===== src/rtl/jk_ctrl_pkg.sv =====
// Shared definitions for the JK bank controller.
// Holds the 3-bit command opcodes and the controller state encoding.
package jk_ctrl_pkg;

  localparam logic [2:0] OP_HOLD   = 3'd0;
  localparam logic [2:0] OP_LOAD   = 3'd1;
  localparam logic [2:0] OP_CLEAR  = 3'd2;
  localparam logic [2:0] OP_SET    = 3'd3;
  localparam logic [2:0] OP_TOGGLE = 3'd4;
  localparam logic [2:0] OP_INC    = 3'd5;
  localparam logic [2:0] OP_DEC    = 3'd6;
  localparam logic [2:0] OP_ILL    = 3'd7;

  typedef enum logic [2:0] {
    StInit,
    StInitChk,
    StIdle,
    StApply,
    StCheck,
    StResp
  } state_e;

endpackage


===== src/rtl/jk_excite.sv =====
// Combinational J/K excitation decoder.
// Maps an opcode, operand and the current bank value to the J/K pattern
// that reaches the target value in one clock, plus the expected result.
// Ports:
//   op, data, cur : opcode, operand, last sampled bank value
//   j, k          : excitation for the bank
//   exp           : value the bank should hold after the update
//   illegal       : opcode is not a defined command
module jk_excite import jk_ctrl_pkg::*; #(
  parameter int unsigned WIDTH = 8
) (
  input  logic [2:0]       op,
  input  logic [WIDTH-1:0] data,
  input  logic [WIDTH-1:0] cur,
  output logic [WIDTH-1:0] j,
  output logic [WIDTH-1:0] k,
  output logic [WIDTH-1:0] exp,
  output logic             illegal
);

  logic [WIDTH-1:0] one;
  logic [WIDTH-1:0] inc;
  logic [WIDTH-1:0] dec;

  assign one = {{(WIDTH-1){1'b0}}, 1'b1};
  assign inc = cur + one;
  assign dec = cur - one;

  always_comb begin
    j       = '0;
    k       = '0;
    exp     = cur;
    illegal = 1'b0;
    unique case (op)
      OP_HOLD: ;
      OP_LOAD: begin
        j   = data;
        k   = ~data;
        exp = data;
      end
      OP_CLEAR: begin
        k   = '1;
        exp = '0;
      end
      OP_SET: begin
        j   = '1;
        exp = '1;
      end
      OP_TOGGLE: begin
        j   = data;
        k   = data;
        exp = cur ^ data;
      end
      // Toggle exactly the bits that change, so the carry ripple lands in one edge.
      OP_INC: begin
        j   = cur ^ inc;
        k   = cur ^ inc;
        exp = inc;
      end
      OP_DEC: begin
        j   = cur ^ dec;
        k   = cur ^ dec;
        exp = dec;
      end
      OP_ILL: illegal = 1'b1;
    endcase
  end

endmodule


===== src/rtl/jk_bank_ctrl.sv =====
// Sequencing controller for a bank of reset-less JK flip-flops.
// Clears the bank after reset, then turns each accepted command into a
// single-cycle J/K excitation, reads the bank back, verifies it and returns
// the sampled value on a valid/ready response channel.
// Ports:
//   clk, rst                 : clock, async active-high reset
//   cmd_valid/ready/op/data  : command channel
//   rsp_valid/ready/q/err    : response channel
//   busy                     : not idle
//   init_err                 : sticky post-reset clear failure
//   jk_j, jk_k               : registered bank excitation
//   bank_q, bank_qbar        : bank outputs
module jk_bank_ctrl import jk_ctrl_pkg::*; #(
  parameter int unsigned WIDTH = 8
) (
  input  logic             clk,
  input  logic             rst,
  input  logic             cmd_valid,
  output logic             cmd_ready,
  input  logic [2:0]       cmd_op,
  input  logic [WIDTH-1:0] cmd_data,
  output logic             rsp_valid,
  input  logic             rsp_ready,
  output logic [WIDTH-1:0] rsp_q,
  output logic             rsp_err,
  output logic             busy,
  output logic             init_err,
  output logic [WIDTH-1:0] jk_j,
  output logic [WIDTH-1:0] jk_k,
  input  logic [WIDTH-1:0] bank_q,
  input  logic [WIDTH-1:0] bank_qbar
);

  state_e           state_q, state_d;
  logic [WIDTH-1:0] jk_j_q, jk_j_d;
  logic [WIDTH-1:0] jk_k_q, jk_k_d;
  logic [WIDTH-1:0] cur_q, cur_d;
  logic [WIDTH-1:0] exp_q, exp_d;
  logic             ill_q, ill_d;
  logic [WIDTH-1:0] rsp_q_q, rsp_q_d;
  logic             rsp_err_q, rsp_err_d;
  logic             rsp_valid_q, rsp_valid_d;
  logic             cmd_ready_q, busy_q;
  logic             init_err_q, init_err_d;

  logic [WIDTH-1:0] ex_j, ex_k, ex_exp;
  logic             ex_ill;

  jk_excite #(
    .WIDTH(WIDTH)
  ) u_excite (
    .op     (cmd_op),
    .data   (cmd_data),
    .cur    (cur_q),
    .j      (ex_j),
    .k      (ex_k),
    .exp    (ex_exp),
    .illegal(ex_ill)
  );

  always_comb begin
    state_d     = state_q;
    jk_j_d      = '0;
    jk_k_d      = '0;
    cur_d       = cur_q;
    exp_d       = exp_q;
    ill_d       = ill_q;
    rsp_q_d     = rsp_q_q;
    rsp_err_d   = rsp_err_q;
    rsp_valid_d = rsp_valid_q;
    init_err_d  = init_err_q;
    case (state_q)
      StInit: state_d = StInitChk;
      StInitChk: begin
        if (bank_q != '0) init_err_d = 1'b1;
        cur_d   = bank_q;
        state_d = StIdle;
      end
      StIdle: begin
        if (cmd_valid) begin
          jk_j_d  = ex_j;
          jk_k_d  = ex_k;
          exp_d   = ex_exp;
          ill_d   = ex_ill;
          state_d = StApply;
        end
      end
      StApply: state_d = StCheck;
      StCheck: begin
        rsp_q_d     = bank_q;
        rsp_err_d   = (bank_q != exp_q) | (bank_qbar != ~bank_q) | ill_q;
        cur_d       = bank_q;
        rsp_valid_d = 1'b1;
        state_d     = StResp;
      end
      StResp: begin
        if (rsp_ready) begin
          rsp_valid_d = 1'b0;
          state_d     = StIdle;
        end
      end
      default: state_d = StInit;
    endcase
  end

  // jk_k resets to all ones so the bank clears on every edge while rst is held.
  always_ff @(posedge clk or posedge rst) begin
    if (rst) begin
      state_q     <= StInit;
      jk_j_q      <= '0;
      jk_k_q      <= '1;
      cur_q       <= '0;
      exp_q       <= '0;
      ill_q       <= 1'b0;
      rsp_q_q     <= '0;
      rsp_err_q   <= 1'b0;
      rsp_valid_q <= 1'b0;
      cmd_ready_q <= 1'b0;
      busy_q      <= 1'b1;
      init_err_q  <= 1'b0;
    end else begin
      state_q     <= state_d;
      jk_j_q      <= jk_j_d;
      jk_k_q      <= jk_k_d;
      cur_q       <= cur_d;
      exp_q       <= exp_d;
      ill_q       <= ill_d;
      rsp_q_q     <= rsp_q_d;
      rsp_err_q   <= rsp_err_d;
      rsp_valid_q <= rsp_valid_d;
      cmd_ready_q <= (state_d == StIdle);
      busy_q      <= (state_d != StIdle);
      init_err_q  <= init_err_d;
    end
  end

  assign cmd_ready = cmd_ready_q;
  assign busy      = busy_q;
  assign rsp_valid = rsp_valid_q;
  assign rsp_q     = rsp_q_q;
  assign rsp_err   = rsp_err_q;
  assign init_err  = init_err_q;
  assign jk_j      = jk_j_q;
  assign jk_k      = jk_k_q;

endmodule


===== config.mk =====
export PLATFORM = sky130hd
export DESIGN_NAME = jk_bank_ctrl
export DESIGN_NICKNAME = d
export VERILOG_FILES = /design/src/rtl/jk_ctrl_pkg.sv /design/src/rtl/jk_excite.sv /design/src/rtl/jk_bank_ctrl.sv
export SDC_FILE = /design/constraint.sdc
export NUM_CORES = 1
export LEC_CHECK = 0
export ABC_AREA = 1
export BUFFER_PORTS_ARGS = -buffer_cell sky130_fd_sc_hd__buf_2
export CORE_MARGIN = 2
export CORE_UTILIZATION = 50
export DETAILED_ROUTE_END_ITERATION = 8
export HOLD_SLACK_MARGIN = 0.15
export MAX_ROUTING_LAYER = met4
export PLACE_DENSITY_LB_ADDON = 0.2
export SYNTH_ARGS = -nofsm -noshare
export SYNTH_HDL_FRONTEND = slang
export SYNTH_SLANG_ARGS = --single-unit

===== constraint.sdc =====
create_clock -name clk -period 1.65 [get_ports clk]
set_clock_uncertainty 0.2 [all_clocks]
set_input_delay 0.0825 -clock clk [delete_from_list [all_inputs] [get_ports clk]]
set_output_delay 0.0825 -clock clk [all_outputs]
set_load 0.02 [all_outputs]

## After elaboration in Yosys (flattened, before gate mapping)

Index checks and enable logic that the tools add are counted.

- Register bits: 49
- Input port bits: 31
- Word-level logic and storage cells: 59

- Add/subtract/negate cells: 2
- Eq/ne operators: 17
- Muxes and demuxes: 13
- Bitwise operators: 7
- Reduce and logical (&&, ||, !) cells: 8

Operator list:

| operator | count |
|---|---|
| 8-bit case mux with 6 select lines | 1 |
| 8-bit case mux with 5 select lines | 1 |
| 8-bit 2-to-1 mux | 4 |
| 8-bit case mux with 4 select lines | 1 |
| 8-bit bitwise XOR | 3 |
| 3-bit == test (second input constant) | 6 |
| 3-bit case mux with 6 select lines | 1 |
| 8-bit inequality test | 2 |
| 8-bit NOT | 2 |
| 3-bit by 2-bit == test with 1-bit output (second input constant) | 5 |
| 8-bit by 1-bit adder with 8-bit output (second input constant) | 1 |
| 8-bit nonzero test | 1 |
| 8-bit by 1-bit subtractor with 8-bit output (second input constant) | 1 |
| 3-bit by 1-bit == test with 1-bit output (second input constant) | 2 |
| 3-bit 2-to-1 mux | 2 |
| 2-bit AND reduction | 3 |
| 2-bit OR reduction | 2 |
| 3-bit logical NOT | 1 |
| 3-bit by 2-bit inequality test with 1-bit output (second input constant) | 1 |
| 1-bit 2-to-1 mux | 2 |
| 2-bit inequality test (second input constant) | 1 |
| 1-bit OR | 2 |
| 1-bit case mux with 2 select lines | 1 |
| 2-bit nonzero test | 1 |

## Logic depth before layout (Yosys ltp)

- Word-level depth: 5
- Gate-level depth with buffers: 12
- Gate-level depth less buffers: 12

## Modules after synthesis

A second synthesis with hierarchy kept.

- Cell total of the unflattened synthesis: 465
- Area, all modules: 3193.1 µm²

Modules (own cells, without submodules):

| module | instances | cells an instance | area an instance (µm²) | seq. area each (µm²) |
|---|---|---|---|---|
| jk_bank_ctrl | 1 | 247 | 2144.6 | 1237.4 |
| jk_excite | 1 | 218 | 1048.5 | 0.0 |

## Worst setup path after synthesis

No wires, ideal clock.

- Path type: register to register
- From: register cur_q[1]
- To: register jk_k_q[1], in the netlist jk_k[1]
- Setup time: 83 ps
- Arrival: 1462 ps
- Data required time: 1367 ps
- Slack: -95 ps
- Stages on the path, launching flop included: 7
- Buffers on the path: 1
- Clock period less this slack: 1745 ps
- Path through: dfrtp_1 clkbuf_2 inv_1 ha_1 xnor2_1 or2_2 a41oi_1

- Cells in the longest elaborated chain, start to end: 5
- Elaborated cells on any way between the ends: 7
- Those cells by class: 2 x add/sub; 3 x mux; 2 x bitwise

Ends and longest elaborated chain:

| what | line | RTL |
|---|---|---|
| start, declared | jk_bank_ctrl.sv:37 | `logic [WIDTH-1:0] cur_q, cur_d;` |
| start signal, assigned | jk_bank_ctrl.sv:125 | `cur_q <= cur_d;` |
| 8-bit by 1-bit subtractor with 8-bit output / 8-bit by 1-bit adder with 8-bit output (equally long branches) | jk_excite.sv:27, jk_excite.sv:26 |  |
| 8-bit bitwise XOR (on tied branches) | jk_excite.sv:62, jk_excite.sv:57 |  |
| 8-bit case mux with 5 select lines * | jk_excite.sv:34 | `unique case (op)` |
| 8-bit 2-to-1 mux * | jk_bank_ctrl.sv:80 | `if (cmd_valid) begin` |
| 8-bit 2-to-1 mux * | jk_bank_ctrl.sv:72 | `case (state_q)` |
| net jk_k_d[1] | jk_bank_ctrl.sv:36 | `logic [WIDTH-1:0] jk_k_q, jk_k_d;` |
| end signal, assigned | jk_bank_ctrl.sv:124 | `jk_k_q <= jk_k_d;` |
| end, declared | jk_bank_ctrl.sv:36 |  |

The timed path passes the listed nets; every way through them passes the cells marked *.
A chain may end at the register's enable or synchronous reset.

## Worst setup path after layout

- From: register cur_q[1]
- To: register exp_q[3]

- Cells in the longest elaborated chain, start to end: 2
- Elaborated cells on any way between the ends: 3
- Those cells by class: 2 x add/sub; 1 x mux

Ends and longest elaborated chain:

| what | line | RTL |
|---|---|---|
| 8-bit by 1-bit subtractor with 8-bit output / 8-bit by 1-bit adder with 8-bit output (equally long branches) | jk_excite.sv:27, jk_excite.sv:26 |  |
| 8-bit case mux with 6 select lines * | jk_excite.sv:34 |  |
| end signal, assigned | jk_bank_ctrl.sv:126 | `exp_q <= exp_d;` |
| end, declared | jk_bank_ctrl.sv:38 | `logic [WIDTH-1:0] exp_q, exp_d;` |

Mark *: on every way between the ends. The rest lies on a longest branch, timed or not.

==> run summary <==
The worst setup path is of the reg -> reg kind. In this run the tool buffered the top-level ports with 59 buffer cells. The synthesized instance count was 403. Synthesis instantiated 36 different standard cells from the library. The count of routing violations after the opening detailed-route iteration is 227, and the per-cell routed wire length is 14.2 um. After filler insertion, the fill cell instance count of the layout stands at 467. The number of nets in the synthesized netlist is 436.

The number of antenna violations at the first check in global routing was 0; the worst ir drop on vdd was 827 uV. The total overflow left after global routing is 0. The floorplan step defined a core boundary enclosing 5570 um2. The share of the Yosys chip area taken by registers is 42.6%. For this run, the detailed router's first-pass iteration total came to 5.

The number of pins exceeding their max-slew limit in the final report was 0. The tools report the data required time at the worst endpoint as 1640 ps. The post-route clock period utilization is 105%, and the mapped cell area is 2910 um2. TritonCTS built the clock tree. The die outline width was 80.3 um. The final hold slack was 171 ps. The tools report the capturing element type of the critical path as a flop.

The number of max-cap violations was 0. Busiest layer in global routing: met2. The height of the die was 80.3 um; the time the worst path needs with I/O delays and setup was 1730 ps. Signal arrival time at the worst endpoint: 1720 ps. The maximum fanout along the worst path is 4, and the static power due to leakage is 2.04 nW.

Setup repair after global routing could not meet its margin everywhere. The worst min-delay path category was in -> reg. A synthesized cell averages 7.22 um2. Entering global routing, the biggest net connects 32 pins. For the pin with the worst max-slew slack, the measured transition is 393 ps. For this run, the share of the core covered by cells in the final layout is 74.6%. After clock tree synthesis, the clock-pin slew on the worst setup and hold paths is 100 ps. The routed layout has 3164 vias.

The remaining max-slew budget at the tightest pin is 73.5%, and the clock network latency to the later pin of the worst-skew pair is 300 ps. The global-route track usage on met3 is 4.27%, and the areal power density over the cells is 1350 nW/um2. The flow ran to the end, but the final reports show violations.

Across every metal layer, demand over resource in global routing totals 28.5%. Setup violations remaining at the end of the flow were counted as 6. The checks that failed: negative setup slack. Yosys printed 0 warnings.

After synthesis the netlist holds a flip-flop and latch count of 49. The average vias per placed instance is 5.23. STA classifies the critical path startpoint as a flop.

The area growth from synthesis to layout is 43.0%. The met1 usage was 35.7%; the final routed wirelength across all metal layers was 8.62 mm. The number of placed I/O pins is 60, and the final weighted congestion in routability-driven placement is 0.959. In this run, CTS created clock tree buffers numbering 5.

Detailed placement ended at an HPWL of 6.19 mm. The CTS root buffer was sky130_fd_sc_hd__clkbuf_8. Counting along the longest clock path gives a buffer depth of 2. The final worst slack was -83.4 ps.

The first global-routing pass estimated 13.8 mm of wire. The antenna cell count was 0; the count of unresolved DRC violations after routing was 0. The CTS sink count is 49, and the floorplan die area is 6440 um2. After floorplanning, the core was divided into 27 placement rows. The count of nets left with antenna violations once routing finished came out at 0. Number of global-route vias before repair: 2960. The number of endpoints with negative hold slack in the final report is 0, and the net count of the finished layout is 565. For this configuration, the core starts out at a cell density of 52.2%. The number of levels in the clock H-tree came out at 2.

Global routing used 47.7% of the available met2 tracks. The highest clock rate was 0.577 GHz; the layout cell share with drive strength beyond 1 was 32.1%.
[final cells by class]
class / instances / area, um2 / area share, %
Timing Repair Buffer: 133 / 971 / 23.3
Clock inverter: 2 / 15.0 / 0.361
Inverter: 48 / 189 / 4.54
Tap cell: 72 / 90.1 / 2.17
Sequential cell: 49 / 1240 / 29.9
Multi-Input combinational cell: 295 / 1580 / 37.9
Clock buffer: 6 / 72.6 / 1.74
[critical path, stage by stage, from the launching register on]
cell and delay (ps):
sky130_fd_sc_hd__dfrtp_2 440, sky130_fd_sc_hd__buf_6 140, sky130_fd_sc_hd__nand2_4 50, sky130_fd_sc_hd__nor2_4 160
sky130_fd_sc_hd__nand2_2 70, sky130_fd_sc_hd__nand3_2 80, sky130_fd_sc_hd__nand2_2 60, sky130_fd_sc_hd__nor3_2 210
sky130_fd_sc_hd__nand2_1 80, sky130_fd_sc_hd__nand2_1 70, sky130_fd_sc_hd__nand2_1 60
[cells by family (layout without fill, tap and decap cells)]
kind of cell / count (synthesis) / in the layout / share of synthesized area [%]
AND/OR/NAND/NOR: 210 / 210 / 31.4
AO/OA/AOI/OAI: 73 / 73 / 13.9
buffers and inverters: 59 / 189 / 8.35
flip-flops: 49 / 49 / 42.6
XOR/XNOR: 10 / 10 / 3.01
adder cells (fa/ha/maj): 2 / 2 / 0.860
[Yosys cell counts]
cell	instances	area (um2)
sky130_fd_sc_hd__or2_2	2	12.5
sky130_fd_sc_hd__nand3_1	37	185
sky130_fd_sc_hd__nand2_2	4	25.0
sky130_fd_sc_hd__o221ai_1	1	8.76
sky130_fd_sc_hd__o21bai_1	1	7.51
sky130_fd_sc_hd__xnor2_1	7	61.3
sky130_fd_sc_hd__o22ai_1	5	31.3
sky130_fd_sc_hd__a22oi_1	1	7.51
sky130_fd_sc_hd__buf_2	5	25.0
sky130_fd_sc_hd__xor2_1	3	26.3
sky130_fd_sc_hd__nor2_1	47	176
sky130_fd_sc_hd__buf_4	3	22.5
sky130_fd_sc_hd__nor2_4	1	11.3
sky130_fd_sc_hd__nand2_1	102	383
sky130_fd_sc_hd__a41oi_1	1	8.76
sky130_fd_sc_hd__nand4_1	6	37.5
sky130_fd_sc_hd__o21ai_0	36	180
sky130_fd_sc_hd__nor2_2	1	6.26
sky130_fd_sc_hd__clkbuf_1	2	7.51
sky130_fd_sc_hd__nor3_1	4	20.0
sky130_fd_sc_hd__ha_1	2	25.0
sky130_fd_sc_hd__inv_1	41	154
sky130_fd_sc_hd__inv_4	1	6.26
sky130_fd_sc_hd__nand3_2	3	30.0
sky130_fd_sc_hd__nor3_2	1	10.0
sky130_fd_sc_hd__nand3b_1	2	15.0
sky130_fd_sc_hd__o21ai_1	4	20.0
sky130_fd_sc_hd__dfrtp_1	40	1000
sky130_fd_sc_hd__clkbuf_2	1	5.00
sky130_fd_sc_hd__dfstp_2	9	236
sky130_fd_sc_hd__inv_2	6	22.5
sky130_fd_sc_hd__a211oi_1	5	37.5
sky130_fd_sc_hd__a21oi_1	16	80.1
sky130_fd_sc_hd__o21a_1	1	7.51
sky130_fd_sc_hd__a31oi_1	1	6.26
sky130_fd_sc_hd__o31ai_1	1	7.51
[per-layer routing]
metal	routed length, um	vias up	share of wire [%]
li1	-	1574	-
met1	3840	1469	45
met2	4170	105	48
met3	409	16	4.7
met4	197	0	2.3
met5	0	-	0
[final timing paths]
kind                            depth (start not counted)         to  slack (ps)  startpoint
worst max-delay path                                   10   exp_q[3]         -80    cur_q[1]
worst min-delay path                                    5    jk_k[7]         170   cmd_op[2]
worst max register to register                         10   exp_q[3]         -80    cur_q[1]
worst min register to register                          2   rsp_q[1]         290    rsp_q[1]
max in group asynchronous                               5   cur_q[4]         130         rst
min in group asynchronous                               4  cmd_ready         630         rst
[state kept, by name, summed over array words and instances, names as in the netlist, 3 cells and up]
register,cells
cur_q,8
exp_q,8
jk_j,8
jk_k,8
rsp_q,8
state_q,3
[power by group]
group | internal [mW] | total [mW] | switching [mW]
Sequential | 1.61 | 1.99 | 0.380
Clock | 0.299 | 0.706 | 0.406
Combinational | 1.28 | 2.91 | 1.63
[cell usage in the layout (no fill, tap or decap), types with 15 or more instances in the layout]
| cell | netlist | layout |
|---|---|---|
| sky130_fd_sc_hd__a21oi_1 | 16 | 15 |
| sky130_fd_sc_hd__o21ai_0 | 36 | 33 |
| sky130_fd_sc_hd__inv_1 | 41 | 35 |
| sky130_fd_sc_hd__nand2_1 | 102 | 96 |
| sky130_fd_sc_hd__dlygate4sd3_1 | 0 | 35 |
| sky130_fd_sc_hd__dfrtp_1 | 40 | 35 |
| sky130_fd_sc_hd__nand3_1 | 37 | 34 |
| sky130_fd_sc_hd__nor2_1 | 47 | 39 |
| sky130_fd_sc_hd__buf_4 | 3 | 35 |
| sky130_fd_sc_hd__buf_2 | 5 | 59 |
[repair_timing]
item,in CTS,in global routing
hold buffers,35,0
setup endpoints to repair,15,58
endpoints found under the hold margin,98,0
pin swaps,2,23
setup buffers,2,4
resized for setup,8,40
[metrics by stage]
| stage | worst slack (ps) | total power, mW | cells | TNS (ps) | instance area (um2) |
|---|---|---|---|---|---|
| floorplan | 21.6 | 3.48 | 403 | 0 | 2940 |
| global placement | -38.6 | 4.37 | 556 | -126 | 3530 |
| detailed placement | -81.8 | 4.43 | 556 | -447 | 3530 |
| CTS | -39.8 | 5.26 | 601 | -39.8 | 4000 |
| global route | -143 | 6.00 | 605 | -1350 | 4160 |
| finish | -83.4 | 5.61 | 605 | -162 | 4160 |
No activity file was read; power rests on OpenSTA's default activity.
